$ cat src/rtl/cmem_fill.sv
// Line-fill responder for the shared cache's external read bus.
// Assembles a full cache line from sequential 64-bit backing-memory beats,
// returns it to cmem with a one-cycle valid pulse, and turns snooped writes
// from other bus masters into one-cycle invalidations on the cmem port.
module cmem_fill #(
  parameter int unsigned  LINE_W  = 512,
  localparam int unsigned BEATS   = LINE_W / 64,
  localparam int unsigned OFFS    = $clog2(LINE_W / 8),
  localparam int unsigned BLK_LEN = 64 - OFFS
) (
  input  logic               clk,
  input  logic               rst,
  // cmem read request / line return
  input  logic [BLK_LEN-1:0] b_addr_c,
  input  logic               b_rd_c,
  output logic [LINE_W-1:0]  b_rdata_c,
  output logic               b_dv_c,
  // cmem invalidation port
  output logic [BLK_LEN-1:0] b_inv_addr_c,
  output logic               inv,
  // backing-memory beat port
  output logic [63:0]        m_addr,
  output logic               m_rd,
  input  logic [63:0]        m_rdata,
  input  logic               m_dv,
  // snooped writes from other masters
  input  logic [63:0]        s_addr,
  input  logic               s_wr
);

  // Beat counter needs at least one bit even for a single-beat line.
  localparam int unsigned BEAT_W = (BEATS > 1) ? $clog2(BEATS) : 1;
  localparam logic [BEAT_W-1:0] LastBeat = BEAT_W'(BEATS - 1);

  typedef enum logic [1:0] {
    StIdle,
    StFetch,
    StDone,
    StHold
  } state_e;

  state_e             state_q, state_d;
  logic [BLK_LEN-1:0] blk_q, blk_d;
  logic [BEAT_W-1:0]  beat_q, beat_d;
  logic               restart_q, restart_d;
  logic               abort_q, abort_d;
  logic [LINE_W-1:0]  line_q;
  logic               line_we;
  logic               inv_q;
  logic [BLK_LEN-1:0] inv_addr_q;

  logic [BLK_LEN-1:0] snoop_blk;
  logic               snoop_hit;
  logic               last_beat;

  assign snoop_blk = s_addr[63:OFFS];
  // Only a write to the block being filled can stale the beats already captured.
  assign snoop_hit = s_wr && (snoop_blk == blk_q);
  assign last_beat = (beat_q == LastBeat);

  // Next-state, beat bookkeeping and handshake outputs.
  always_comb begin
    state_d   = state_q;
    blk_d     = blk_q;
    beat_d    = beat_q;
    restart_d = restart_q;
    abort_d   = abort_q;
    line_we   = 1'b0;
    m_rd      = 1'b0;
    b_dv_c    = 1'b0;

    case (state_q)
      StIdle: begin
        if (b_rd_c) begin
          blk_d     = b_addr_c;
          beat_d    = '0;
          restart_d = 1'b0;
          abort_d   = 1'b0;
          state_d   = StFetch;
        end
      end

      StFetch: begin
        m_rd = 1'b1;
        // The outstanding beat must still complete, so only remember the drop.
        if (!b_rd_c) begin
          abort_d = 1'b1;
        end
        if (m_dv) begin
          if (abort_q || !b_rd_c) begin
            // Requester gave up: drop the partial line, never signal valid.
            abort_d   = 1'b0;
            restart_d = 1'b0;
            state_d   = StIdle;
          end else begin
            line_we = 1'b1;
            if (restart_q || snoop_hit) begin
              // Data already captured may predate the snooped write: re-read all.
              beat_d    = '0;
              restart_d = 1'b0;
            end else if (last_beat) begin
              state_d = StDone;
            end else begin
              beat_d = beat_q + 1'b1;
            end
          end
        end else if (snoop_hit) begin
          restart_d = 1'b1;
        end
      end

      StDone: begin
        b_dv_c  = 1'b1;
        state_d = StHold;
      end

      StHold: begin
        // A request still held from the delivered fill must not start another.
        if (!b_rd_c) begin
          state_d = StIdle;
        end
      end

      default: begin
        state_d = StIdle;
      end
    endcase
  end

  // Beat address is only driven while fetching so idle/reset reads as zero.
  always_comb begin
    m_addr = '0;
    if (state_q == StFetch) begin
      m_addr = {blk_q, {OFFS{1'b0}}} | (64'(beat_q) << 3);
    end
  end

  // FSM and fill-control state.
  always_ff @(posedge clk) begin
    if (rst) begin
      state_q   <= StIdle;
      blk_q     <= '0;
      beat_q    <= '0;
      restart_q <= 1'b0;
      abort_q   <= 1'b0;
    end else begin
      state_q   <= state_d;
      blk_q     <= blk_d;
      beat_q    <= beat_d;
      restart_q <= restart_d;
      abort_q   <= abort_d;
    end
  end

  // Line assembly: each accepted beat lands in its slot; the line holds between fills.
  always_ff @(posedge clk) begin
    if (rst) begin
      line_q <= '0;
    end else if (line_we) begin
      line_q[beat_q*64 +: 64] <= m_rdata;
    end
  end

  // Snoop-driven invalidation, independent of the fill FSM.
  always_ff @(posedge clk) begin
    if (rst) begin
      inv_q      <= 1'b0;
      inv_addr_q <= '0;
    end else begin
      inv_q <= s_wr;
      if (s_wr) begin
        inv_addr_q <= snoop_blk;
      end
    end
  end

  assign b_rdata_c    = line_q;
  assign inv          = inv_q;
  assign b_inv_addr_c = inv_addr_q;

endmodule

$ cat config.mk
export PLATFORM = sky130hd
export DESIGN_NAME = cmem_fill
export DESIGN_NICKNAME = d
export VERILOG_FILES = /design/src/rtl/cmem_fill.sv
export SDC_FILE = /design/constraint.sdc
export NUM_CORES = 1
export LEC_CHECK = 0
export BUFFER_PORTS_ARGS = -buffer_cell sky130_fd_sc_hd__buf_2
export CAP_MARGIN = 25
export CORE_AREA = 2 2 326 328
export DETAILED_ROUTE_END_ITERATION = 10
export DIE_AREA = 0 0 328 330
export PLACE_DENSITY = 0.43
export SLEW_MARGIN = 30
export SYNTH_ARGS = -nofsm -noshare
export SYNTH_HDL_FRONTEND = slang
export SYNTH_SLANG_ARGS = --single-unit
$ cat constraint.sdc
create_clock -name clk -period 2.4 [get_ports clk]
set_input_delay 0.36 -clock clk [delete_from_list [all_inputs] [get_ports clk]]
set_output_delay 0.36 -clock clk [all_outputs]
set_load 0.01 [all_outputs]
==> metrics.md, run 1 <==
| Metric | Value |
|---|---|
| Outcome | `completed` |
| Reg-to-reg setup timing slack | `0.10 ns` |
| Ys Warns | `0` |
| Average wire per standard cell | `23.11 µm` |
| Area used by multi-input combinational logic | `roughly 10000 µm²` |
| Maximum net fanout on the critical path | `3` |
| CTS max path bufs | `3` |
| Number of DRC violations after detailed routing | `0` |
| Arrival @ worst endpoint | `2.88 ns` |
| Type of the most critical hold path | `in -> reg` |
| Total global routing track utilization | `roughly a fifth` |
| Share of the synthesized area in the top cell type | `52.25%` |
| Residual overflow from global routing | `0` |
| Cell types with the largest area share after synthesis | `sky130_fd_sc_hd__dfxtp_1 (52%), sky130_fd_sc_hd__nand2_1 (12%), sky130_fd_sc_hd__a21oi_1 (12%), sky130_fd_sc_hd__nand3_1 (6.2%), sky130_fd_sc_hd__clkbuf_1 (3.1%)` |
| Switching power total | `6.216 mW` |
| I/O Pins | `828` |
| Setup-failing EPs final | `0` |
| Post-Route Skew | `0.03052 ns` |
| Initial antenna violation count | `5` |
| Share of total power consumed by net switching | `25.24%` |
| Sequential standard cell area | `12740 µm²` |
| Cell chain of the critical path | `dlygate4sd3_1 -> buf_2 -> xor2_1 -> nor4_2 -> nand4_1 -> or3_4 -> nor4_4 -> or4_4 -> o22ai_1` |
| Nets | `4052` |
| Critical path origin | `s_addr[39]` |
| Combinational power share | `7.0%` |
| Initial DRC Count | `just under 2000` |
| Instance area after placement | `between 30000 and 40000 µm²` |
| Syn avg cell area | `8.020 µm²` |
| Area growth from synthesis to layout | `40.77%` |
| End of the worst register-to-register path | `beat_q[1]$_SDFFE_PP0P_` |
| Dominant cell type by area after synthesis | `sky130_fd_sc_hd__dfxtp_1` |
| Instance count of the mapped netlist | `3038` |
| Worst reg2reg path depth | `7` |
| Total Die Area | `108200 µm²` |
| Vias per cell | `between 4 and 5` |
| Count of antenna-violating nets left after detailed routing | `0` |
| Die extent in y | `330 µm` |
| Count of state elements after synthesis | `636` |
| RSZ-0062 raised after global routing | `true` |
| Number of placed instances with taps included | `5045` |
| IO buf count | `818` |
| Final design utilization | `32.77%` |
| Sequential group share of total power | `43.9%` |
| Setup crit end kind | `register` |
| Unique cell type count in the Yosys netlist | `51` |
| Detailed placer's ending HPWL | `81370 µm` |
| Wire length of the first global-routing pass | `167400 µm` |
| Setup TNS | `0 ns` |
| Std cell rows | `119` |
| Headroom to the max-slew limit | `between 30% and 40%` |
| Portion of total power attributed to the clock network | `49.1%` |
| Post-route insts no fill | `5305` |
| Library cell with the highest instance count after synthesis | `sky130_fd_sc_hd__nand2_1` |
| Async set-or-reset flop fraction in the synthesized netlist | `0%` |
| Setup crit start kind | `primary input` |
| Inserted Clock Buffers | `78` |
| Transition time at the pin with the least slew margin | `just over 0.9 ns` |
| Total Wirelength | `122600 µm` |
| H-tree depth reported by CTS | `3` |
| Total internal power | `18.41 mW` |
| Fraction of final layout cells sized beyond drive strength 1 | `between 20 and 30%` |
| EDFF count, synth | `0` |
| Power per Cell Area | `717.9 nW/µm²` |
| Clock net sink count | `636` |
| Critical path depth in cells | `9` |
| Post-Synthesis Cell Area | `24370 µm²` |
| Max stage delay on crit path | `0.56 ns` |
| Critical path type | `in -> reg` |
| # fillers | `about 11000` |
| Achievable Freq | `~420 MHz` |
| Final weighted congestion of routability-driven global placement | `around 0.86` |
| Post-layout instance area | `34300 µm²` |
| Area of the placeable core | `approximately 100000 µm²` |
| Pins over their slew limit | `0` |
| Cell at the root of the clock tree | `sky130_fd_sc_hd__clkbuf_16` |
| Number of global-route vias before repair | `22982` |
| Clock-pin slew on the worst setup and hold paths | `around 0.060 ns` |
| Reg-to-reg critical path startpoint | `blk_q[28]$_SDFFE_PP0P_` |
| Setup crit end | `beat_q[1]$_SDFFE_PP0P_` |
| TritonCTS clock tree | `yes` |
| Fraction of the yosys area taken by sequential cells | `52.25%` |
| Worst-path cell with the longest stage delay | `sky130_fd_sc_hd__dlygate4sd3_1` |
| Fraction of the cycle the final worst path needs | `approximately 99%` |
| Routed vias | `between 20000 and 25000` |
| Minimum clock period | `~2.4 ns` |
| Clk Latency, worst-skew pair | `0.65 ns` |
| Largest net degree at the start of global routing | `about 140` |
| Max-cap violation count | `0` |
| Cell family with the largest share of critical-path delay | `simple AND/OR/NAND/NOR gates` |
| Final Hold Fails | `0` |
| Worst VDD drop | `between 0.0004 and 0.0005 V` |
| Data required time at the worst endpoint | `2.90 ns` |
| Static Leak | `around 14 nW` |
| Die X-Extent | `328 µm` |
| Bufs and invs on worst path | `2` |
| First-pass detailed-route iteration total | `6` |
| Most instantiated cells after synthesis | `sky130_fd_sc_hd__nand2_1 (794), sky130_fd_sc_hd__dfxtp_1 (636), sky130_fd_sc_hd__a21oi_1 (572), sky130_fd_sc_hd__nand3_1 (301), sky130_fd_sc_hd__clkbuf_1 (201)` |
| Initial cell density of the core | `23.28%` |
| Dominant register cell in the synthesized netlist | `sky130_fd_sc_hd__dfxtp_1` |
| Hold slack final | `approximately 0.074 ns` |
-- per-stage QoR --
stage	total power, mW	worst slack, ns
6_report	24.62	0.02285
2_1_floorplan	11.81	-0.008578
5_1_grt	25.48	-0.04045
3_5_place_dp	12.59	-0.2183
3_3_place_gp	12.59	-0.3116
4_1_cts	24.92	0.00007394
-- how the worst min path moves through the flow --
stage / to / depth (start not counted) / start / slack [ns]
after CTS: b_rdata_c[41]$_SDFFE_PP0P_ / 3 / m_rdata[41] / 0.007
after detailed placement: b_rdata_c[163]$_SDFFE_PP0P_ / 2 / b_rdata_c[163]$_SDFFE_PP0P_ / 0.44
after global placement: b_rdata_c[88]$_SDFFE_PP0P_ / 2 / b_rdata_c[88]$_SDFFE_PP0P_ / 0.43
after floorplan: blk_q[23]$_SDFFE_PP0P_ / 2 / blk_q[23]$_SDFFE_PP0P_ / 0.44
final: b_inv_addr_c[49]$_SDFFE_PP0P_ / 3 / s_addr[55] / 0.07
after global routing: b_rdata_c[227]$_SDFFE_PP0P_ / 3 / m_rdata[35] / 0.05
-- power by group through the flow --
| stage | Combinational (mW) | Sequential [mW] | Clock (mW) |
|---|---|---|---|
| after CTS | 1.73 | 10.8 | 12.4 |
| after global placement | 1.57 | 11.0 | 0 |
| final | 1.73 | 10.8 | 12.1 |
| after global routing | 1.84 | 10.8 | 12.8 |
| after detailed placement | 1.56 | 11.0 | 0 |
| after floorplan | 0.755 | 11.0 | 0 |
-- worst register-to-register path, stage by stage (launching register included) --
cell	delay, ns
sky130_fd_sc_hd__dfxtp_1	0.34
sky130_fd_sc_hd__xor2_1	0.17
sky130_fd_sc_hd__nor4_2	0.27
sky130_fd_sc_hd__nand4_1	0.27
sky130_fd_sc_hd__or3_4	0.47
sky130_fd_sc_hd__nor4_4	0.36
sky130_fd_sc_hd__or4_4	0.21
sky130_fd_sc_hd__o22ai_1	0.07
-- sequential cells by signal, summed over array words and instances, names as in the netlist, named ones only --
signal,cells
state_q,1
b_rdata_c,512
abort_q,1
restart_q,1
beat_q,3
b_inv_addr_c,58
inv,1
blk_q,58
-- per-layer routing --
layer  global-route usage [%]  part of all wire, %  vias up
li1                         -                    -    11769
met1                    27.26                   43    12061
met2                    33.90                   47      884
met3                    4.444                  6.5      180
met4                    7.399                  3.2        0
met5                        0                    0        -
-- timing repair --
item                                    CTS  global route
endpoints found under the setup margin  203           191
setup buffers                             2             6
endpoints found under the hold margin   113             0
gates resized for setup                  10            26
gates cloned                              0             5
pin swaps                                 3             4
hold buffers                            110             0
-- cell families (layout without fill, tap and decap cells) --
kind of cell,after synthesis,count (layout),share of synthesized area [%]
AND/OR/NAND/NOR,1379,1379,25.44
AO/OA/AOI/OAI,593,593,12.42
other,1,5,0.01539
flip-flops,636,636,52.25
buffers and inverters,323,1195,5.700
XOR/XNOR,43,43,1.546
adder cells (fa/ha/maj),4,4,0.2054
multiplexers,59,59,2.424
-- cell type report --
type / instances / area share (%)
inverters: 12 / 0.1313
repair buffers: 1048 / 19.61
diodes: 2 / 0.01459
clock inverters: 28 / 1.040
clock buffers: 107 / 6.533
flip-flops and latches: 636 / 37.14
multi-input cells: 2081 / 30.46
well taps: 1391 / 5.074
-- layout by cell type, fill, tap and decap left out, types with 3 or more instances in the layout --
cell                            netlist  final
sky130_fd_sc_hd__buf_2               96    816
sky130_fd_sc_hd__nand2_1            794    792
sky130_fd_sc_hd__dfxtp_1            636    634
sky130_fd_sc_hd__a21oi_1            572    572
sky130_fd_sc_hd__nand3_1            301    296
sky130_fd_sc_hd__dlygate4sd3_1        0    110
sky130_fd_sc_hd__clkbuf_16            0     82
sky130_fd_sc_hd__buf_4                3     70
sky130_fd_sc_hd__nor2_1              72     68
sky130_fd_sc_hd__nand4_1             65     65
sky130_fd_sc_hd__mux2i_1             59     59
sky130_fd_sc_hd__and2_1              55     54
sky130_fd_sc_hd__buf_12               0     38
sky130_fd_sc_hd__xor2_1              33     32
sky130_fd_sc_hd__nor2b_1             31     31
sky130_fd_sc_hd__clkbuf_8             0     18
sky130_fd_sc_hd__clkinv_2             0     14
sky130_fd_sc_hd__nor3_1              13     12
sky130_fd_sc_hd__nor4_1              15     12
sky130_fd_sc_hd__clkbuf_1           201     11
sky130_fd_sc_hd__inv_1               10     10
sky130_fd_sc_hd__xnor2_1             10     10
sky130_fd_sc_hd__nand3_4              1      6
sky130_fd_sc_hd__bufinv_16            0      5
sky130_fd_sc_hd__buf_6                6      5
sky130_fd_sc_hd__nand2b_1             6      4
sky130_fd_sc_hd__nor4_4               4      4
sky130_fd_sc_hd__nor3_4               0      4
sky130_fd_sc_hd__ha_1                 4      4
sky130_fd_sc_hd__nor2_4               1      3
sky130_fd_sc_hd__nor2_2               1      3
sky130_fd_sc_hd__nor4_2               0      3
sky130_fd_sc_hd__a2111oi_0            6      3
sky130_fd_sc_hd__conb_1               1      3
sky130_fd_sc_hd__buf_8                0      3
(Power assumes the default switching activity.)
==> run 2, diff against run 1 <==
==> constraint.sdc (replaced) <==
create_clock -name clk -period 2.4 [get_ports clk]
set_input_delay 0.24 -clock clk [delete_from_list [all_inputs] [get_ports clk]]
set_output_delay 0.24 -clock clk [all_outputs]
set_load 0.01 [all_outputs]
==> run 2 against run 1 <==
The run now ends with setup timing left. Hold slack got worse by 0.022 ns. Critical path depth shrank 2. Power fell by 1.0%. Cell count rose by 1.1%. Sequential cell count did not move. Register-to-register slack got worse by 0.12 ns. Sequential power about the same. Clock power decreased by 3%. Combinational power grew 6%. Worst setup slack lost 0.043 ns. Critical endpoint unchanged.
==> metrics.md, run 2 (same netlist as run 1, synthesis figures left out) <==
| Metric | Value |
|---|---|
| Number of global-route vias before repair | `23776 (+3.5%)` |
| IO buf count | `818 (unchanged)` |
| Sequential standard cell area | `12740 µm² (about the same)` |
| Clock-pin slew on the worst setup and hold paths | `0.06 ns (about the same)` |
| Leading cell type in the layout, fill and taps excluded | `sky130_fd_sc_hd__buf_2` |
| Number of instances on the worst hold path | `3 (unchanged)` |
| Post-Route M1 WL | `52540 µm (-0.66%)` |
| End of the worst register-to-register path | `beat_q[1]$_SDFFE_PP0P_` |
| Critical path type | `reg -> reg` |
| Max FFs per register | `512 (unchanged)` |
| Total Die Area | `108200 µm² (unchanged)` |
| Post-route insts no fill | `5362 (+1.1%)` |
| Reg-to-reg critical path startpoint | `blk_q[11]$_SDFFE_PP0P_` |
| Fraction of final layout cells sized beyond drive strength 1 | `27.45% (-0.80 points)` |
| Die extent in y | `330 µm (unchanged)` |
| Critical path depth in cells | `7 (-2)` |
| Clock net sink count | `636 (unchanged)` |
| Detailed placer's ending HPWL | `81010 µm (-0.44%)` |
| Setup crit end kind | `register` |
| Met2 wirelength from detailed routing | `58170 µm (+0.55%)` |
| Achievable Freq | `413.1 MHz (-1.8%)` |
| Transition time at the pin with the least slew margin | `0.6778 ns (-0.2332 ns)` |
| Fraction of the cycle the final worst path needs | `100.9% (+1.8 points)` |
| Vias per cell | `4.680 (-0.26%)` |
| Outcome | `finished, violations left` |
| Violations in the final reports | `setup timing` |
| TritonCTS clock tree | `yes` |
| Met3 wire len | `8992 µm (+13%)` |
| Reg-to-reg setup timing slack | `-0.02 ns (-0.12 ns)` |
| Highest layer used for signal routing | `met4` |
| I/O Pins | `828 (unchanged)` |
| Std cell rows | `119 (unchanged)` |
| Total power after layout | `24.37 mW (-1.0%)` |
| Residual overflow from global routing | `0 (unchanged)` |
| Average wire per standard cell | `23.19 µm (+0.35%)` |
| Area growth from synthesis to layout | `43.32%` |
| Initial cell density of the core | `23.28% (unchanged)` |
| Pins over their slew limit | `0 (unchanged)` |
| Type of the most critical hold path | `in -> reg` |
| Final Hold Fails | `0 (unchanged)` |
| Setup crit end | `beat_q[1]$_SDFFE_PP0P_` |
| Static Leak | `14.55 nW (+1.5%)` |
| CTS max path bufs | `3 (unchanged)` |
| Worst VDD drop | `0.0005468 V (+18%)` |
| Setup slack of the critical path after layout | `-0.02050 ns (-0.04335 ns)` |
| Post-Route Skew | `0.03507 ns (+0.004552 ns)` |
| Most used cells in the layout excluding fill and tap cells | `sky130_fd_sc_hd__buf_2 (816), sky130_fd_sc_hd__nand2_1 (792), sky130_fd_sc_hd__dfxtp_1 (632)` |
| Setup-failing EPs final | `1 (+1)` |
| Setup crit start kind | `register` |
| Final weighted congestion of routability-driven global placement | `0.8404 (-2.5%)` |
| Cell at the root of the clock tree | `sky130_fd_sc_hd__clkbuf_16` |
| Worst-path cell with the longest stage delay | `sky130_fd_sc_hd__or4_4` |
| Inserted Clock Buffers | `78 (unchanged)` |
| Maximum net fanout on the critical path | `3 (unchanged)` |
| Power per Cell Area | `697.9 nW/µm² (-2.8%)` |
| Die X-Extent | `328 µm (unchanged)` |
| Arrival @ worst endpoint | `2.93 ns (+0.05 ns)` |
| Minimum clock period | `2.420 ns (+0.04335 ns)` |
| Cell chain of the critical path | `xor2_1 -> or4_4 -> nor4b_4 -> nand4_1 -> nor4_4 -> or4_4 -> o22ai_1` |
| Worst reg2reg path depth | `7 (unchanged)` |
| Routed vias | `25096 (+0.81%)` |
| Max stage delay on crit path | `0.51 ns (-0.05 ns)` |
| Area of the placeable core | `104700 µm² (unchanged)` |
| Crit path top cell by count | `sky130_fd_sc_hd__or4_4` |
| Max-cap violation count | `0 (unchanged)` |
| Number of DRC violations after detailed routing | `0 (unchanged)` |
| Total global routing track utilization | `21.22% (+0.36 points)` |
| First-pass detailed-route iteration total | `5 (-1)` |
| Clk Latency, worst-skew pair | `0.67 ns (+0.02 ns)` |
| Largest net degree at the start of global routing | `137 (+0.74%)` |
| Initial DRC Count | `1903 (-1.5%)` |
| Number of placed instances with taps included | `5025 (-0.40%)` |
| Data required time at the worst endpoint | `2.91 ns (about the same)` |
| Critical path origin | `blk_q[11]$_SDFFE_PP0P_` |
| Bufs and invs on worst path | `0 (-2)` |
| Headroom to the max-slew limit | `54.81% (+16 points)` |
| # fillers | `11156 (-0.93%)` |
| Cell family with the largest share of critical-path delay | `simple AND/OR/NAND/NOR gates` |
| Wire length of the first global-routing pass | `170600 µm (+1.9%)` |
| RSZ-0062 raised after global routing | `true` |
| Nets | `4110 (+1.4%)` |
| Initial antenna violation count | `6 (+1)` |
| Number of antenna diodes | `0 (-2)` |
| Area used by multi-input combinational logic | `10510 µm² (+0.56%)` |
| Count of antenna-violating nets left after detailed routing | `0 (unchanged)` |
| Total Wirelength | `124300 µm (+1.4%)` |
| H-tree depth reported by CTS | `3 (unchanged)` |
run 2: changes by cell type in the layout (fill, tap and decap cells not counted), moves of 3 or more:
cell,delta
sky130_fd_sc_hd__dlygate4sd3_1,+72
sky130_fd_sc_hd__buf_4,-13
sky130_fd_sc_hd__clkbuf_1,+8
sky130_fd_sc_hd__buf_6,-4
sky130_fd_sc_hd__bufinv_16,-3
sky130_fd_sc_hd__xor2_1,-3
sky130_fd_sc_hd__xor2_2,+3
run 2: report_power, final:
group | leakage, nW | switching, mW | internal [mW] | total, mW
sequential | 5.15 | 0.104 | 10.7 | 10.8
clock | 1.23 | 4.97 | 6.76 | 11.7
combinational | 8.17 | 1.16 | 0.681 | 1.84
run 2: how the worst min path moves through the flow:
stage / startpoint / end / slack, ns
global placement: b_rdata_c[174]$_SDFFE_PP0P_ / b_rdata_c[174]$_SDFFE_PP0P_ / 0.44
CTS: m_rdata[0] / b_rdata_c[0]$_SDFFE_PP0P_ / 0.001
detailed placement: b_rdata_c[139]$_SDFFE_PP0P_ / b_rdata_c[139]$_SDFFE_PP0P_ / 0.44
floorplan: m_dv / restart_q$_SDFFE_PP0P_ / 0.33
finish: m_rdata[0] / b_rdata_c[0]$_SDFFE_PP0P_ / 0.05
global route: m_rdata[0] / b_rdata_c[0]$_SDFFE_PP0P_ / 0.04
run 2: cell type report:
cell class	count	area share, %
multi-input cells	2081	30.08
well taps	1391	4.984
inverters	12	0.1290
clock buffers	114	6.464
flip-flops and latches	636	36.49
clock inverters	22	0.6879
repair buffers	1106	21.16
run 2: through the flow:
step	util (%)	instance area, µm²	setup WS, ns	hold WS, ns	TNS [ns]
after floorplan	-	24420	-0.008578	0.3331	-0.5147
after global placement	28.81	30150	-0.003726	0.4351	-0.01475
after detailed placement	28.81	30150	-0.04680	0.4397	-0.4099
after CTS	32.96	34500	0.0007676	0.001325	0
after global routing	33.36	34920	-0.07590	0.03614	-0.2220
final	33.36	34920	-0.02050	0.05189	-0.02050
run 2: timing repair:
item | in CTS | in global routing
hold buffers | 182 | 0
endpoints found under the hold margin | 582 | 0
gates resized for setup | 4 | 43
pin swaps | 2 | 16
endpoints found under the setup margin | 154 | 370
cloned | 0 | 7
setup buffers | 2 | 10
run 2: layer usage:
layer | global-route usage (%) | vias to the layer above
li1 | - | 11890
met1 | 27.19 | 12109
met2 | 34.10 | 906
met3 | 5.062 | 191
met4 | 8.895 | 0
met5 | 0 | -
run 2: worst reg2reg max path: cells and delay by family (launching register included):
family,cells,cell delay [ns]
AO/OA/AOI/OAI,1,0.08
XOR/XNOR,1,0.19
flip-flops,1,0.35
AND/OR/NAND/NOR,5,1.69
==> run 3, diff against run 2 <==
--- a/config.mk
+++ b/config.mk
@@ -11,6 +11,7 @@
 export DETAILED_ROUTE_END_ITERATION = 10
 export DIE_AREA = 0 0 328 330
 export PLACE_DENSITY = 0.43
+export RECOVER_POWER = 100
 export SLEW_MARGIN = 30
 export SYNTH_ARGS = -nofsm -noshare
 export SYNTH_HDL_FRONTEND = slang
==> run 3 against run 2 <==
The run ends with capacitance limit, slew limit left. Die area did not move. Sequential power barely moved. Sequential cell count did not move. Routed wire length rose by 0.11%. Cell count did not move. Power barely moved. Sequential share of layout area rose by 0.88 points. Worst setup slack improved by 0.023 ns. Clock skew rose by 0.0018 ns. Register-to-register slack improved by 0.04 ns. Utilization fell by 0.79 points. Clock power barely moved. Highest routed layer unchanged.
==> metrics.md, run 3 (same netlist as run 1, synthesis figures left out) <==
| Metric | Value |
|---|---|
| Outcome | `finished, violations left` |
| Violations in the final reports | `capacitance limit, slew limit` |
| Number of antenna diodes | `0 (unchanged)` |
| Setup crit end kind | `register` |
| Worst-path cell with the longest stage delay | `sky130_fd_sc_hd__dlygate4sd3_1` |
| Largest net degree at the start of global routing | `137 (unchanged)` |
| Total Die Area | `108200 µm² (unchanged)` |
| Minimum clock period | `2.397 ns (-0.02340 ns)` |
| TritonCTS clock tree | `yes` |
| Initial cell density of the core | `23.28% (unchanged)` |
| First-pass detailed-route iteration total | `6 (+1)` |
| Worst VDD drop | `0.0005266 V (-3.7%)` |
| Final weighted congestion of routability-driven global placement | `0.8404 (unchanged)` |
| Bufs and invs on worst path | `2 (+2)` |
| Fraction of final layout cells sized beyond drive strength 1 | `12.92% (-15 points)` |
| Initial DRC Count | `2001 (+5.1%)` |
| Total power after layout | `24.37 mW (about the same)` |
| Worst reg2reg path depth | `7 (unchanged)` |
| Average wire per standard cell | `23.21 µm (+0.11%)` |
| Combinational power share | `7.4% (about the same)` |
| Critical path origin | `s_addr[15]` |
| Most used cells in the layout excluding fill and tap cells | `sky130_fd_sc_hd__nand2_1 (792), sky130_fd_sc_hd__dfxtp_1 (632), sky130_fd_sc_hd__clkbuf_1 (596)` |
| Headroom to the max-slew limit | `-14.36% (-69 points)` |
| Total internal power | `18.12 mW (-0.16%)` |
| Fraction of the cycle the final worst path needs | `99.88% (-0.98 points)` |
| Crit path top cell by count | `sky130_fd_sc_hd__or4_4` |
| End of the worst register-to-register path | `beat_q[1]$_SDFFE_PP0P_` |
| H-tree depth reported by CTS | `3 (unchanged)` |
| Number of global-route vias before repair | `23776 (unchanged)` |
| Achievable Freq | `417.2 MHz (+0.98%)` |
| Setup slack of the critical path after layout | `0.002902 ns (+0.02340 ns)` |
| Leading cell type in the layout, fill and taps excluded | `sky130_fd_sc_hd__nand2_1` |
| Power per Cell Area | `714.6 nW/µm² (+2.4%)` |
| Sequential standard cell area | `12740 µm² (unchanged)` |
| Clk Latency, worst-skew pair | `0.67 ns (about the same)` |
| Data required time at the worst endpoint | `2.91 ns (about the same)` |
| Arrival @ worst endpoint | `2.91 ns (-0.02 ns)` |
| Static Leak | `12.01 nW (-17%)` |
| Die extent in y | `330 µm (unchanged)` |
| Final Hold Fails | `0 (unchanged)` |
| Area of the placeable core | `104700 µm² (unchanged)` |
| Pre-CTS setup slack | `-0.04680 ns (unchanged)` |
| Setup-failing EPs final | `0 (-1)` |
| Instance area after placement | `30150 µm² (unchanged)` |
| Area growth from synthesis to layout | `39.94%` |
| Wire length of the first global-routing pass | `170600 µm (unchanged)` |
| Max FFs per register | `512 (unchanged)` |
| Total Wirelength | `124500 µm (+0.11%)` |
| Type of the most critical hold path | `in -> reg` |
| Pins over their slew limit | `76 (+76)` |
| Post-layout instance area | `34100 µm² (-2.4%)` |
| Total global routing track utilization | `21.22% (unchanged)` |
| Clock-pin slew on the worst setup and hold paths | `0.06 ns (about the same)` |
| Vias per cell | `4.691 (+0.22%)` |
| Count of antenna-violating nets left after detailed routing | `0 (unchanged)` |
| IO buf count | `818 (unchanged)` |
| Hold slack final | `0.03958 ns (-0.01231 ns)` |
| Die X-Extent | `328 µm (unchanged)` |
| Share of total power consumed by net switching | `25.65% (+0.096 points)` |
| Critical path type | `in -> reg` |
| Nets | `4110 (unchanged)` |
| Post-Route Skew | `0.03684 ns (+0.001767 ns)` |
| Inserted Clock Buffers | `78 (unchanged)` |
| Portion of total power attributed to the clock network | `48.2% (about the same)` |
| RSZ-0062 raised after global routing | `true` |
| Std cell rows | `119 (unchanged)` |
| CTS max path bufs | `3 (unchanged)` |
| Reg-to-reg setup timing slack | `0.02 ns (+0.04 ns)` |
| Transition time at the pin with the least slew margin | `1.715 ns (+1.038 ns)` |
| Detailed placer's ending HPWL | `81010 µm (unchanged)` |
| Residual overflow from global routing | `0 (unchanged)` |
| Critical path depth in cells | `9 (+2)` |
| Cell at the root of the clock tree | `sky130_fd_sc_hd__clkbuf_16` |
| Switching power total | `6.249 mW (+0.34%)` |
| Area used by multi-input combinational logic | `10500 µm² (about the same)` |
| I/O Pins | `828 (unchanged)` |
| Setup crit start kind | `primary input` |
| Cell chain of the critical path | `dlygate4sd3_1 -> buf_2 -> xor2_2 -> or4_4 -> nor4b_4 -> nand4_1 -> nor4_4 -> or4_4 -> o22ai_1` |
| Max-cap violation count | `1 (+1)` |
| Sequential group share of total power | `44.4% (about the same)` |
| Maximum net fanout on the critical path | `3 (unchanged)` |
| Clock net sink count | `636 (unchanged)` |
| Number of DRC violations after detailed routing | `0 (unchanged)` |
| Max stage delay on crit path | `0.56 ns (+0.05 ns)` |
| Initial antenna violation count | `6 (unchanged)` |
| # fillers | `11383 (+2.0%)` |
| Reg-to-reg critical path startpoint | `blk_q[11]$_SDFFE_PP0P_` |
| Cell family with the largest share of critical-path delay | `simple AND/OR/NAND/NOR gates` |
| Routed vias | `25152 (+0.22%)` |
| Setup crit end | `beat_q[1]$_SDFFE_PP0P_` |
==> run 3: cell types whose count changed in the layout (fill, tap and decap cells not counted) <==
cell	change
sky130_fd_sc_hd__clkbuf_4	+2
sky130_fd_sc_hd__buf_12	-6
sky130_fd_sc_hd__buf_4	-6
sky130_fd_sc_hd__clkbuf_1	+577
sky130_fd_sc_hd__clkbuf_2	+4
sky130_fd_sc_hd__buf_2	-574
sky130_fd_sc_hd__nand3_4	-1
sky130_fd_sc_hd__clkbuf_16	-1
sky130_fd_sc_hd__buf_6	+4
sky130_fd_sc_hd__nand3_2	+1
==> run 3: per-layer routing <==
metal | up-vias | wire length (µm) | share of wire [%] | track usage, %
li1 | 11885 | - | - | -
met1 | 12180 | 52790 | 42 | 27.19
met2 | 891 | 58390 | 47 | 34.10
met3 | 196 | 8694 | 7.0 | 5.062
met4 | 0 | 4589 | 3.7 | 8.895
met5 | - | 0 | 0 | 0
==> run 3: worst min path at each step <==
stage                                            from                     endpoint  depth (start not counted)
after global routing                       m_rdata[0]    b_rdata_c[0]$_SDFFE_PP0P_                          3
after global placement    b_rdata_c[174]$_SDFFE_PP0P_  b_rdata_c[174]$_SDFFE_PP0P_                          2
after CTS                                  m_rdata[0]    b_rdata_c[0]$_SDFFE_PP0P_                          3
final                                      m_rdata[0]    b_rdata_c[0]$_SDFFE_PP0P_                          3
after detailed placement  b_rdata_c[139]$_SDFFE_PP0P_  b_rdata_c[139]$_SDFFE_PP0P_                          2
after floorplan                                  m_dv       restart_q$_SDFFE_PP0P_                          1
==> run 3: area by class of cell <==
type                            instances  area share [%]
Clock inverter                         22          0.7046
Clock buffer                          114           6.620
Tap cell                             1391           5.104
Inverter                               12          0.1321
Multi-Input combinational cell       2081           30.79
Timing Repair Buffer                 1106           19.28
Sequential cell                       636           37.37
==> run 3: stage by stage <==
stage / utilization (%) / cells / setup TNS [ns]
2_1_floorplan: - / 3040 / -0.5147
3_3_place_gp: 28.81 / 5025 / -0.01475
3_5_place_dp: 28.81 / 5025 / -0.4099
4_1_cts: 32.96 / 5345 / 0
5_1_grt: 32.57 / 5362 / -0.3206
6_report: 32.57 / 5362 / 0
==> run 3: worst reg2reg max path: stages (launching register included) <==
cell	delay, ns
sky130_fd_sc_hd__dfxtp_2	0.35
sky130_fd_sc_hd__xor2_1	0.18
sky130_fd_sc_hd__or4_4	0.51
sky130_fd_sc_hd__nor4b_4	0.31
sky130_fd_sc_hd__nand4_1	0.19
sky130_fd_sc_hd__nor4_4	0.43
sky130_fd_sc_hd__or4_4	0.21
sky130_fd_sc_hd__o22ai_1	0.07
==> run 3: power by group through the flow <==
stage / Sequential (mW) / Clock (mW) / Combinational (mW)
2_1_floorplan: 11.0 / 0 / 0.755
3_3_place_gp: 11.0 / 0 / 1.57
3_5_place_dp: 11.0 / 0 / 1.56
4_1_cts: 10.8 / 12.1 / 1.82
5_1_grt: 10.8 / 12.4 / 1.93
6_report: 10.8 / 11.8 / 1.80
==> run 3: timing repair <==
item                                   4_1_cts  5_1_grt
gates resized for setup                      4       43
endpoints found under the hold margin      582        0
cloned                                       0        7
setup endpoints to repair                  154      370
hold buffers                               182        0
setup buffers                                2       10
pin swaps                                    2       16
